--- config.mk ---
export PLATFORM = sky130hd
export DESIGN_NAME = io_char_fifo_flat
export DESIGN_NICKNAME = d
export VERILOG_FILES = /design/src/rtl/io_char_fifo_pkg.sv /design/src/rtl/io_char_fifo_if.sv /design/src/rtl/io_char_fifo_fifo_sync.sv /design/src/rtl/io_char_fifo.sv /design/src/flat_wrapper.sv
export SDC_FILE = /design/constraint.sdc
export NUM_CORES = 1
export LEC_CHECK = 0
export BUFFER_PORTS_ARGS = -buffer_cell sky130_fd_sc_hd__clkbuf_2
export CORE_MARGIN = 2
export CORE_UTILIZATION = 35
export DETAILED_ROUTE_END_ITERATION = 8
export MAX_ROUTING_LAYER = met4
export SLEW_MARGIN = 30
export SYNTH_ARGS = -nofsm -noshare
export SYNTH_HDL_FRONTEND = slang
export SYNTH_SLANG_ARGS = --single-unit
--- constraint.sdc ---
create_clock -name clk -period 4.4 [get_ports clk]
set_input_delay 0.22 -clock clk [delete_from_list [all_inputs] [get_ports clk]]
set_output_delay 0.22 -clock clk [all_outputs]
set_load 0.05 [all_outputs]
--- src/rtl/io_char_fifo_pkg.sv ---
// ============================================================================
// Module   : io_char_fifo_pkg
// Purpose  : Shared I/O port addresses and status-byte layout for io_char_fifo.
// Revision : 1.0
// ============================================================================
`default_nettype none

package io_char_fifo_pkg;

    localparam logic [7:0] C_PORT_DATA  = 8'hA0;
    localparam logic [7:0] C_PORT_STAT  = 8'hA1;
    localparam logic [7:0] C_LINE_FEED  = 8'h0A;

    localparam int C_STAT_FULL_BIT  = 7;
    localparam int C_STAT_EMPTY_BIT = 6;
    localparam int C_STAT_OVF_BIT   = 5;
    localparam int C_STAT_CNT_W     = 5;

    function automatic logic [7:0] pack_status(
        input logic                    full,
        input logic                    empty,
        input logic                    ovf,
        input logic [C_STAT_CNT_W-1:0] cnt
    );
        logic [7:0] s;
        s                         = '0;
        s[C_STAT_FULL_BIT]        = full;
        s[C_STAT_EMPTY_BIT]       = empty;
        s[C_STAT_OVF_BIT]         = ovf;
        s[C_STAT_CNT_W-1:0]       = cnt;
        return s;
    endfunction

endpackage

`default_nettype wire

--- src/rtl/io_char_fifo_if.sv ---
// ============================================================================
// Module   : io_char_fifo_if
// Purpose  : CPU I/O bus plus character output stream of io_char_fifo.
// Revision : 1.0
// ============================================================================
`default_nettype none

interface io_char_fifo_if;

    logic       iorq_n;
    logic       rd_n;
    logic       wr_n;
    logic [7:0] addr;
    logic [7:0] DO;
    logic [7:0] di_data;
    logic       di_oe;
    logic [7:0] tx_data;
    logic       tx_valid;
    logic       tx_ready;
    logic       line_done;

    modport master (
        output iorq_n, rd_n, wr_n, addr, DO, tx_ready,
        input  di_data, di_oe, tx_data, tx_valid, line_done
    );

    modport slave (
        input  iorq_n, rd_n, wr_n, addr, DO, tx_ready,
        output di_data, di_oe, tx_data, tx_valid, line_done
    );

endinterface

`default_nettype wire

--- src/rtl/io_char_fifo_fifo_sync.sv ---
// ============================================================================
// Module   : fifo_sync
// Purpose  : Show-ahead synchronous FIFO storage with wrapping pointers.
// Revision : 1.0
// ============================================================================
`default_nettype none

module fifo_sync #(
    parameter int DEPTH = 16,
    parameter int WIDTH = 8
) (
    input  wire logic                     clk,
    input  wire logic                     rst,
    input  wire logic                     push,
    input  wire logic                     pop,
    input  wire logic [WIDTH-1:0]         din,
    output logic      [WIDTH-1:0]         dout,
    output logic      [$clog2(DEPTH):0]   count,
    output logic                          full,
    output logic                          empty
);

    localparam int AW = $clog2(DEPTH);
    localparam int CW = AW + 1;

    logic [WIDTH-1:0] r_mem [DEPTH];
    logic [AW-1:0]    r_wptr;
    logic [AW-1:0]    r_rptr;
    logic [CW-1:0]    r_count;
    logic             w_wr;
    logic             w_rd;

    assign full  = (r_count == CW'(DEPTH));
    assign empty = (r_count == '0);
    assign w_wr  = push & ~full;
    assign w_rd  = pop & ~empty;
    assign dout  = r_mem[r_rptr];
    assign count = r_count;

    always_ff @(posedge clk) begin
        if (w_wr) begin
            r_mem[r_wptr] <= din;
        end
    end

    // Pointers wrap naturally since DEPTH is a power of two.
    always_ff @(posedge clk or posedge rst) begin
        if (rst) begin
            r_wptr  <= '0;
            r_rptr  <= '0;
            r_count <= '0;
        end else begin
            if (w_wr) r_wptr <= r_wptr + 1'b1;
            if (w_rd) r_rptr <= r_rptr + 1'b1;
            case ({w_wr, w_rd})
                2'b10:   r_count <= r_count + 1'b1;
                2'b01:   r_count <= r_count - 1'b1;
                default: r_count <= r_count;
            endcase
        end
    end

endmodule

`default_nettype wire

--- src/rtl/io_char_fifo.sv ---
// ============================================================================
// Module   : io_char_fifo
// Purpose  : CPU I/O-port character FIFO with status port and line-done pulse.
// Revision : 1.0
// ============================================================================
`default_nettype none

module io_char_fifo
    import io_char_fifo_pkg::*;
#(
    parameter int         DEPTH     = 16,
    parameter logic [7:0] PORT_DATA = C_PORT_DATA,
    parameter logic [7:0] PORT_STAT = C_PORT_STAT
) (
    input  wire logic     clk,
    input  wire logic     reset,
    io_char_fifo_if.slave bus
);

    localparam int CW = $clog2(DEPTH) + 1;

    logic          r_last_wr;
    logic          r_armed;
    logic [7:0]    r_cap_addr;
    logic [7:0]    r_cap_data;
    logic          r_overflow;
    logic          r_line_done;

    logic          w_wr_stb;
    logic          w_commit;
    logic          w_hit_data;
    logic          w_hit_stat;
    logic          w_push;
    logic          w_pop;
    logic          w_full;
    logic          w_empty;
    logic [7:0]    w_dout;
    logic [CW-1:0] w_count;
    logic [C_STAT_CNT_W-1:0] w_cnt5;
    logic          w_di_oe;

    assign w_wr_stb   = ~bus.iorq_n & ~bus.wr_n;
    assign w_commit   = ~w_wr_stb & r_last_wr;
    assign w_hit_data = w_commit & (r_cap_addr == PORT_DATA);
    assign w_hit_stat = w_commit & (r_cap_addr == PORT_STAT);
    assign w_push     = w_hit_data & ~w_full;
    assign w_pop      = ~w_empty & bus.tx_ready;

    fifo_sync #(
        .DEPTH (DEPTH),
        .WIDTH (8)
    ) u_fifo (
        .clk   (clk),
        .rst   (reset),
        .push  (w_push),
        .pop   (w_pop),
        .din   (r_cap_data),
        .dout  (w_dout),
        .count (w_count),
        .full  (w_full),
        .empty (w_empty)
    );

    // r_armed blocks a strobe that was already active across reset release
    // from producing a commit; the bus must first be seen idle.
    always_ff @(posedge clk or posedge reset) begin
        if (reset) begin
            r_last_wr   <= 1'b0;
            r_armed     <= 1'b0;
            r_cap_addr  <= 8'h00;
            r_cap_data  <= 8'h00;
            r_overflow  <= 1'b0;
            r_line_done <= 1'b0;
        end else begin
            r_armed   <= r_armed | ~w_wr_stb;
            r_last_wr <= w_wr_stb & r_armed;
            if (w_wr_stb) begin
                r_cap_addr <= bus.addr;
                r_cap_data <= bus.DO;
            end
            if (w_hit_data & w_full) begin
                r_overflow <= 1'b1;
            end else if (w_hit_stat) begin
                r_overflow <= 1'b0;
            end
            r_line_done <= w_pop & (w_dout == C_LINE_FEED);
        end
    end

    assign w_cnt5  = C_STAT_CNT_W'(w_count);
    assign w_di_oe = ~bus.iorq_n & ~bus.rd_n & (bus.addr == PORT_STAT);

    assign bus.di_oe     = w_di_oe;
    assign bus.di_data   = (w_di_oe & ~reset)
                         ? pack_status(w_full, w_empty, r_overflow, w_cnt5)
                         : 8'h00;
    assign bus.tx_data   = w_dout;
    assign bus.tx_valid  = ~w_empty;
    assign bus.line_done = r_line_done;

endmodule

`default_nettype wire
--- src/flat_wrapper.sv ---
// flat-port wrapper written by rule: the top's interface ports become plain ports
module io_char_fifo_flat import io_char_fifo_pkg::*;
#(
    parameter int         DEPTH     = 16,
    parameter logic [7:0] PORT_DATA = C_PORT_DATA,
    parameter logic [7:0] PORT_STAT = C_PORT_STAT
)
  (clk, reset, bus_iorq_n, bus_rd_n, bus_wr_n, bus_addr, bus_DO, bus_tx_ready, bus_di_data, bus_di_oe, bus_tx_data, bus_tx_valid, bus_line_done);
  io_char_fifo_if bus_i ();
  input  wire logic clk;
  input  wire logic reset;
  input wire logic [$bits(bus_i.iorq_n)-1:0] bus_iorq_n;
  input wire logic [$bits(bus_i.rd_n)-1:0] bus_rd_n;
  input wire logic [$bits(bus_i.wr_n)-1:0] bus_wr_n;
  input wire logic [$bits(bus_i.addr)-1:0] bus_addr;
  input wire logic [$bits(bus_i.DO)-1:0] bus_DO;
  input wire logic [$bits(bus_i.tx_ready)-1:0] bus_tx_ready;
  output wire logic [$bits(bus_i.di_data)-1:0] bus_di_data;
  output wire logic [$bits(bus_i.di_oe)-1:0] bus_di_oe;
  output wire logic [$bits(bus_i.tx_data)-1:0] bus_tx_data;
  output wire logic [$bits(bus_i.tx_valid)-1:0] bus_tx_valid;
  output wire logic [$bits(bus_i.line_done)-1:0] bus_line_done;
  assign bus_i.iorq_n = bus_iorq_n;
  assign bus_i.rd_n = bus_rd_n;
  assign bus_i.wr_n = bus_wr_n;
  assign bus_i.addr = bus_addr;
  assign bus_i.DO = bus_DO;
  assign bus_i.tx_ready = bus_tx_ready;
  assign bus_di_data = bus_i.di_data;
  assign bus_di_oe = bus_i.di_oe;
  assign bus_tx_data = bus_i.tx_data;
  assign bus_tx_valid = bus_i.tx_valid;
  assign bus_line_done = bus_i.line_done;
  io_char_fifo #(.DEPTH(DEPTH), .PORT_DATA(PORT_DATA), .PORT_STAT(PORT_STAT)) u_core (.clk(clk), .reset(reset), .bus(bus_i));
endmodule
After elaboration in Yosys (flattened, before gate mapping)

Memories as Yosys holds them, arrays and structs flattened.
Cells that the tools add are included.
Widths: inputs -> output; s select.

Bits in registers: 33
Latch bits: 0
Memory bits (writable): 128
Memory bits (read-only): 0
Input bits: 22
Memories kept: 1

$add $sub $neg: 4
$mul: 0
Div/mod/pow operators: 0
Order comparisons: 0
Eq/ne operators: 7
Shift-type cells: 0
Multiplexer cells: 6
Bitwise logic cells: 22
Reduce and logical (&&, ||, !) cells: 3

Memories:

| memory              | words | width | read ports | clocked after memory_dff | write ports | RTL line                     | text |
|---|---|---|---|---|---|---|---|
| u_core.u_fifo.r_mem | 16    | 8     | 1          | 0                        | 1           | io_char_fifo_fifo_sync.sv:26 | `logic [WIDTH-1:0] r_mem [DEPTH];` |

Operators with widths:

| kind                | count |
|---|---|
| $eq 8x8->1 const B  | 3 |
| $and 1x1->1         | 14 |
| $pmux 5 s2          | 1 |
| $add 4x1->4 const B | 2 |
| $eq 8x4->1 const B  | 1 |
| $mux 8              | 1 |
| $not 1->1           | 7 |
| $add 5x1->5 const B | 1 |
| $eq 5x5->1 const B  | 1 |
| $logic_not 5->1     | 1 |
| $sub 5x1->5 const B | 1 |
| $mux 1              | 4 |
| $reduce_bool 2->1   | 2 |
| $eq 2x1->1 const B  | 1 |
| $eq 2x2->1 const B  | 1 |
| $or 1x1->1          | 1 |

Logic depth before layout (Yosys ltp)

Depth after elaboration: 9
Mapped depth: 13

Hierarchy

A second synthesis with hierarchy kept.

Cell total of the unflattened synthesis: 399
Area total of the unflattened synthesis: 6,705.2 um2

By module, submodules not included:

| module       | times used | cells each | area an instance (um2) | seq. area each (um2) |
|---|---|---|---|---|
| fifo_sync    | 1          | 333        | 5,796.8                | 4,169.0 |
| io_char_fifo | 1          | 66         | 908.4                  | 500.5 |

Worst setup path after synthesis

No wires, ideal clock.

Path type: register -> register
Start: reg u_core.r_cap_addr[1]
End: reg u_core.u_fifo.r_count[4], in the netlist u_core.u_fifo.count[4]
Arrival time: 3.210 ns
Required time: 4.320 ns
Slack: 1.110 ns
Stages on the path, launching flop included: 13
Period minus slack after synthesis: 3.290 ns
Cells stage by stage: dfrtp_1 > or4bb_1 > nor3_1 > nor3b_4 > inv_1 > ha_1 > xor2_1 > ha_1 > o21a_1 > o221a_2 > or3_1 > a21oi_1 > xnor2_1

Cells in the longest elaborated chain, start to end: 6

Ends and longest elaborated chain:

| item                                                   | RTL line                     | text |
|---|---|---|
| start, declared                                        | io_char_fifo.sv:24           | `logic [7:0] r_cap_addr;` |
| start signal, assigned                                 | io_char_fifo.sv:78           | `r_cap_addr <= bus.addr;` |
| $eq 8x8->1 (*)                                         | io_char_fifo.sv:44           | `assign w_hit_data = w_commit & (r_cap_addr == PORT_DATA);` |
| $and 1x1->1 (*)                                        | io_char_fifo.sv:44           |  |
| $and 1x1->1 (*)                                        | io_char_fifo.sv:46           | `assign w_push = w_hit_data & ~w_full;` |
| $and 1x1->1 (*)                                        | io_char_fifo_fifo_sync.sv:35 | `assign w_wr = push & ~full;` |
| $eq 2x1->1 / $eq 2x2->1 (equally long branches)        | io_char_fifo_fifo_sync.sv:55 | `case ({w_wr, w_rd})` |
| $pmux 5 s2 / $reduce_bool 2->1 (equally long branches) | -                            |  |
| end signal, assigned                                   | io_char_fifo_fifo_sync.sv:56 | `2'b10: r_count <= r_count + 1'b1;` |
| end signal, assigned                                   | io_char_fifo_fifo_sync.sv:57 | `2'b01: r_count <= r_count - 1'b1;` |
| end signal, assigned                                   | io_char_fifo_fifo_sync.sv:58 | `default: r_count <= r_count;` |
| end, declared                                          | io_char_fifo_fifo_sync.sv:29 | `logic [CW-1:0] r_count;` |

Mark *: on every way between the ends. The rest lies on a longest branch, timed or not.
A chain may end at the register's enable or synchronous reset.

Worst setup path in the final report

Ends and elaborated chain as after synthesis.

==> out/qor.csv <==
metric,value,unit
Power Density,604,nW/um2
drt initial violations,263,
final critical-path required period,3.62,ns
ys async rst share,20.5,%
mux cell area share after synthesis,14.7,%
CORE AREA,18700,um2
I/O pins,41,
number of vias per cell,5.07,
highest ir drop seen on vdd,0.263,mV
Synth cell types,45,
final setup vio count,0,
largest family of logic cells by synthesized area,multiplexers,
R2R cell count,12,
final worst path period share,82.2,%
Synth Register Bits,161,
overall die width,142,um
# port buffers,40,
Avg WL per Cell,19.1,um
Worst Hold Depth,2,
clock buffer depth,2,
Worst-Margin Slew,0.973,ns
Initial Util,35.6,%
DR DRC count,0,
Slew Limit Fails,0,
Die Span Y,142,um
Synth top cells by count,"edfxtp_1, dfrtp_1, nor2_1, mux2_2, mux4_2",
clk sinks,161,
crit path kind,reg -> reg,
Adder-Cell Fraction of Synth Area,1.69,%
Post-Syn Area,6660,um2
top-count cell post-synth,edfxtp_1,
CP startpoint kind,register,
Layout Nets,452,
antenna violations before repair,0,
layout cells sized above 1,27.6,%
row count,50,
TritonCTS Buffers,17,
post_cts resized,0,
largest net degree at the start of global routing,34,
final hold violations,0,
GRT Overall Usage,13.8,%
DP HPWL,8450,um
Compound-Gate Fraction of Synth Area,3.83,%
Area Growth Syn to Fin,15.7,%
ANT cells,0,
Post-synth EDFFs,128,
Synth Area in XOR/XNOR,1.58,%
cell taking the most area after synthesis,edfxtp_1,
setup tns final,0,ns
post-synth top area share,57.7,%
Post-Synth Simple-Gate Area,5.97,%
Die Area,20200,um2
Finished Layout Cells,668,
Synthesized Nets,398,
clock latency on the worst-skew pair,0.42,ns
gr ovfl total,0,
placed cell count,634,
CTS Root Cell,clkbuf_16,
Antenna Nets Post-Route,0,
CTS tree,built,
Filler cells,1640,
critical path required time,4.75,ns
Final Power,4650,uW
Critical Path Fanout Max,9,
status,"complete, no violations",
critical path arrival,3.97,ns
Main synth FF type,edfxtp_1,
syn avg cell area,18.2,um2
via count,3387,
Critical Path Sink Type,register,
Max-Cap Viols,0,
Max Freq,276,MHz
synth top area cells,"edfxtp_1, dfrtp_1, mux4_1",
vias in the first global route,3519,
final WL,12700,um
routability cong.,0.764,
clock skew,0.0109,ns
Syn. warnings,0,
1st-pass router iterations,4,
first-pass GRT wire length,19800,um
Synth Instances,367,
Hold Crit Class,in -> reg,
"Clk pin slew, worst setup/hold paths",0.06,ns
"Seq/Total Area, Yosys",70.1,%
relative slew slack,34.9,%
Leak,0.00273,uW
CTS H-Tree Depth,4,
RSZ-0062 raised after global routing,no,
==> cells by family (layout without fill, tap and decap cells) <==
kind of cell               after synthesis  count (layout)
muxes                                   57              57
DFF                                    161             161
xor gates and xnor gates                12              12
and+or+nand+nor                         70              70
buffers and inverters                   23              90
adders and majority gates                9               9
AOI/OAI and AO/OA                       35              35
==> critical path, stage by stage, from the launching register on <==
cell	delay (ns)
dfrtp_1	0.38
or4bb_1	0.49
nor3_1	0.32
nor3b_4	0.43
inv_1	0.12
ha_1	0.31
xor2_1	0.18
ha_1	0.23
o21a_1	0.18
o221a_2	0.26
or3_1	0.31
a21oi_1	0.20
xnor2_1	0.13
==> path summary, 6_finish.rpt <==
check                                     endpoint                  from  slack [ns]
setup / recovery            u_core.u_fifo.count[4]  u_core.r_cap_addr[1]        0.78
hold / removal                u_core.r_cap_data[5]             bus_DO[5]        0.03
setup reg to reg            u_core.u_fifo.count[4]  u_core.r_cap_addr[1]        0.78
hold reg to reg                     u_core.r_armed        u_core.r_armed        0.46
max in group asynchronous  u_core.u_fifo.r_rptr[0]                 reset        3.56
min in group asynchronous     u_core.r_cap_addr[0]                 reset        0.48
==> per-layer routing <==
layer | vias to the layer above | routed length [um] | GRT usage (%)
li1 | 1568 | - | -
met1 | 1729 | 5650 | 16.9
met2 | 75 | 6440 | 22.4
met3 | 15 | 479 | 3.57
met4 | 0 | 176 | 5.16
met5 | - | 0 | -
==> repair_timing <==
item	in CTS	in global routing
buffers inserted	0	0
hold endpoints to repair	34	0
hold buffers	2	0
==> registers in the layout, summed over array words and instances, names as in the netlist, 4 cells and up <==
signal and flops:
u_core.u_fifo.r_rptr 4, u_core.u_fifo.r_mem 128, u_core.u_fifo.count 5, u_core.r_cap_addr 8
u_core.r_cap_data 8, u_core.u_fifo.r_wptr 4
==> metrics by stage <==
stage	utilization (%)	hold slack [ns]	instance area, um2	setup slack [ns]
2_1_floorplan	-	0.329	6660	1.11
3_3_place_gp	38.0	0.369	7100	0.889
3_5_place_dp	38.0	0.385	7100	0.749
4_1_cts	41.1	0.00768	7700	0.741
5_1_grt	41.2	0.0213	7710	0.578
6_report	41.2	0.0280	7710	0.782
==> layout make-up <==
class	count	area, um2	area share [%]
multi-input cells	183	1860	24.1
inverters	8	30.0	0.390
flip-flops and latches	161	4670	60.6
clock inverters	13	139	1.80
repair buffers	50	280	3.64
well taps	234	293	3.80
clock buffers	19	433	5.62
==> cells in the final DEF (no fill, tap or decap), types with 3 or more instances in the layout <==
| cell | instances |
|---|---|
| mux4_1 | 13 |
| nor2_1 | 16 |
| inv_1 | 8 |
| buf_4 | 8 |
| clkbuf_16 | 17 |
| nand2_1 | 13 |
| xnor2_1 | 8 |
| o21ai_0 | 6 |
| edfxtp_1 | 128 |
| a21oi_1 | 4 |
| dfrtp_1 | 32 |
| clkinvlp_4 | 3 |
| and2_1 | 9 |
| nor3_1 | 7 |
| nor2b_1 | 3 |
| mux2i_1 | 12 |
| nand2b_1 | 3 |
| a221oi_1 | 6 |
| mux4_2 | 14 |
| clkbuf_2 | 40 |
| nor2_2 | 4 |
| a22oi_1 | 11 |
| clkinv_4 | 4 |
| ha_1 | 9 |
| mux2_2 | 18 |
| xor2_1 | 4 |
==> power by group <==
part	switching (uW)	internal, uW	leakage [uW]
Combinational	709	524	0.000911
Sequential	253	1750	0.00155
Clock	581	834	0.000269
(Power assumes the default switching activity.)
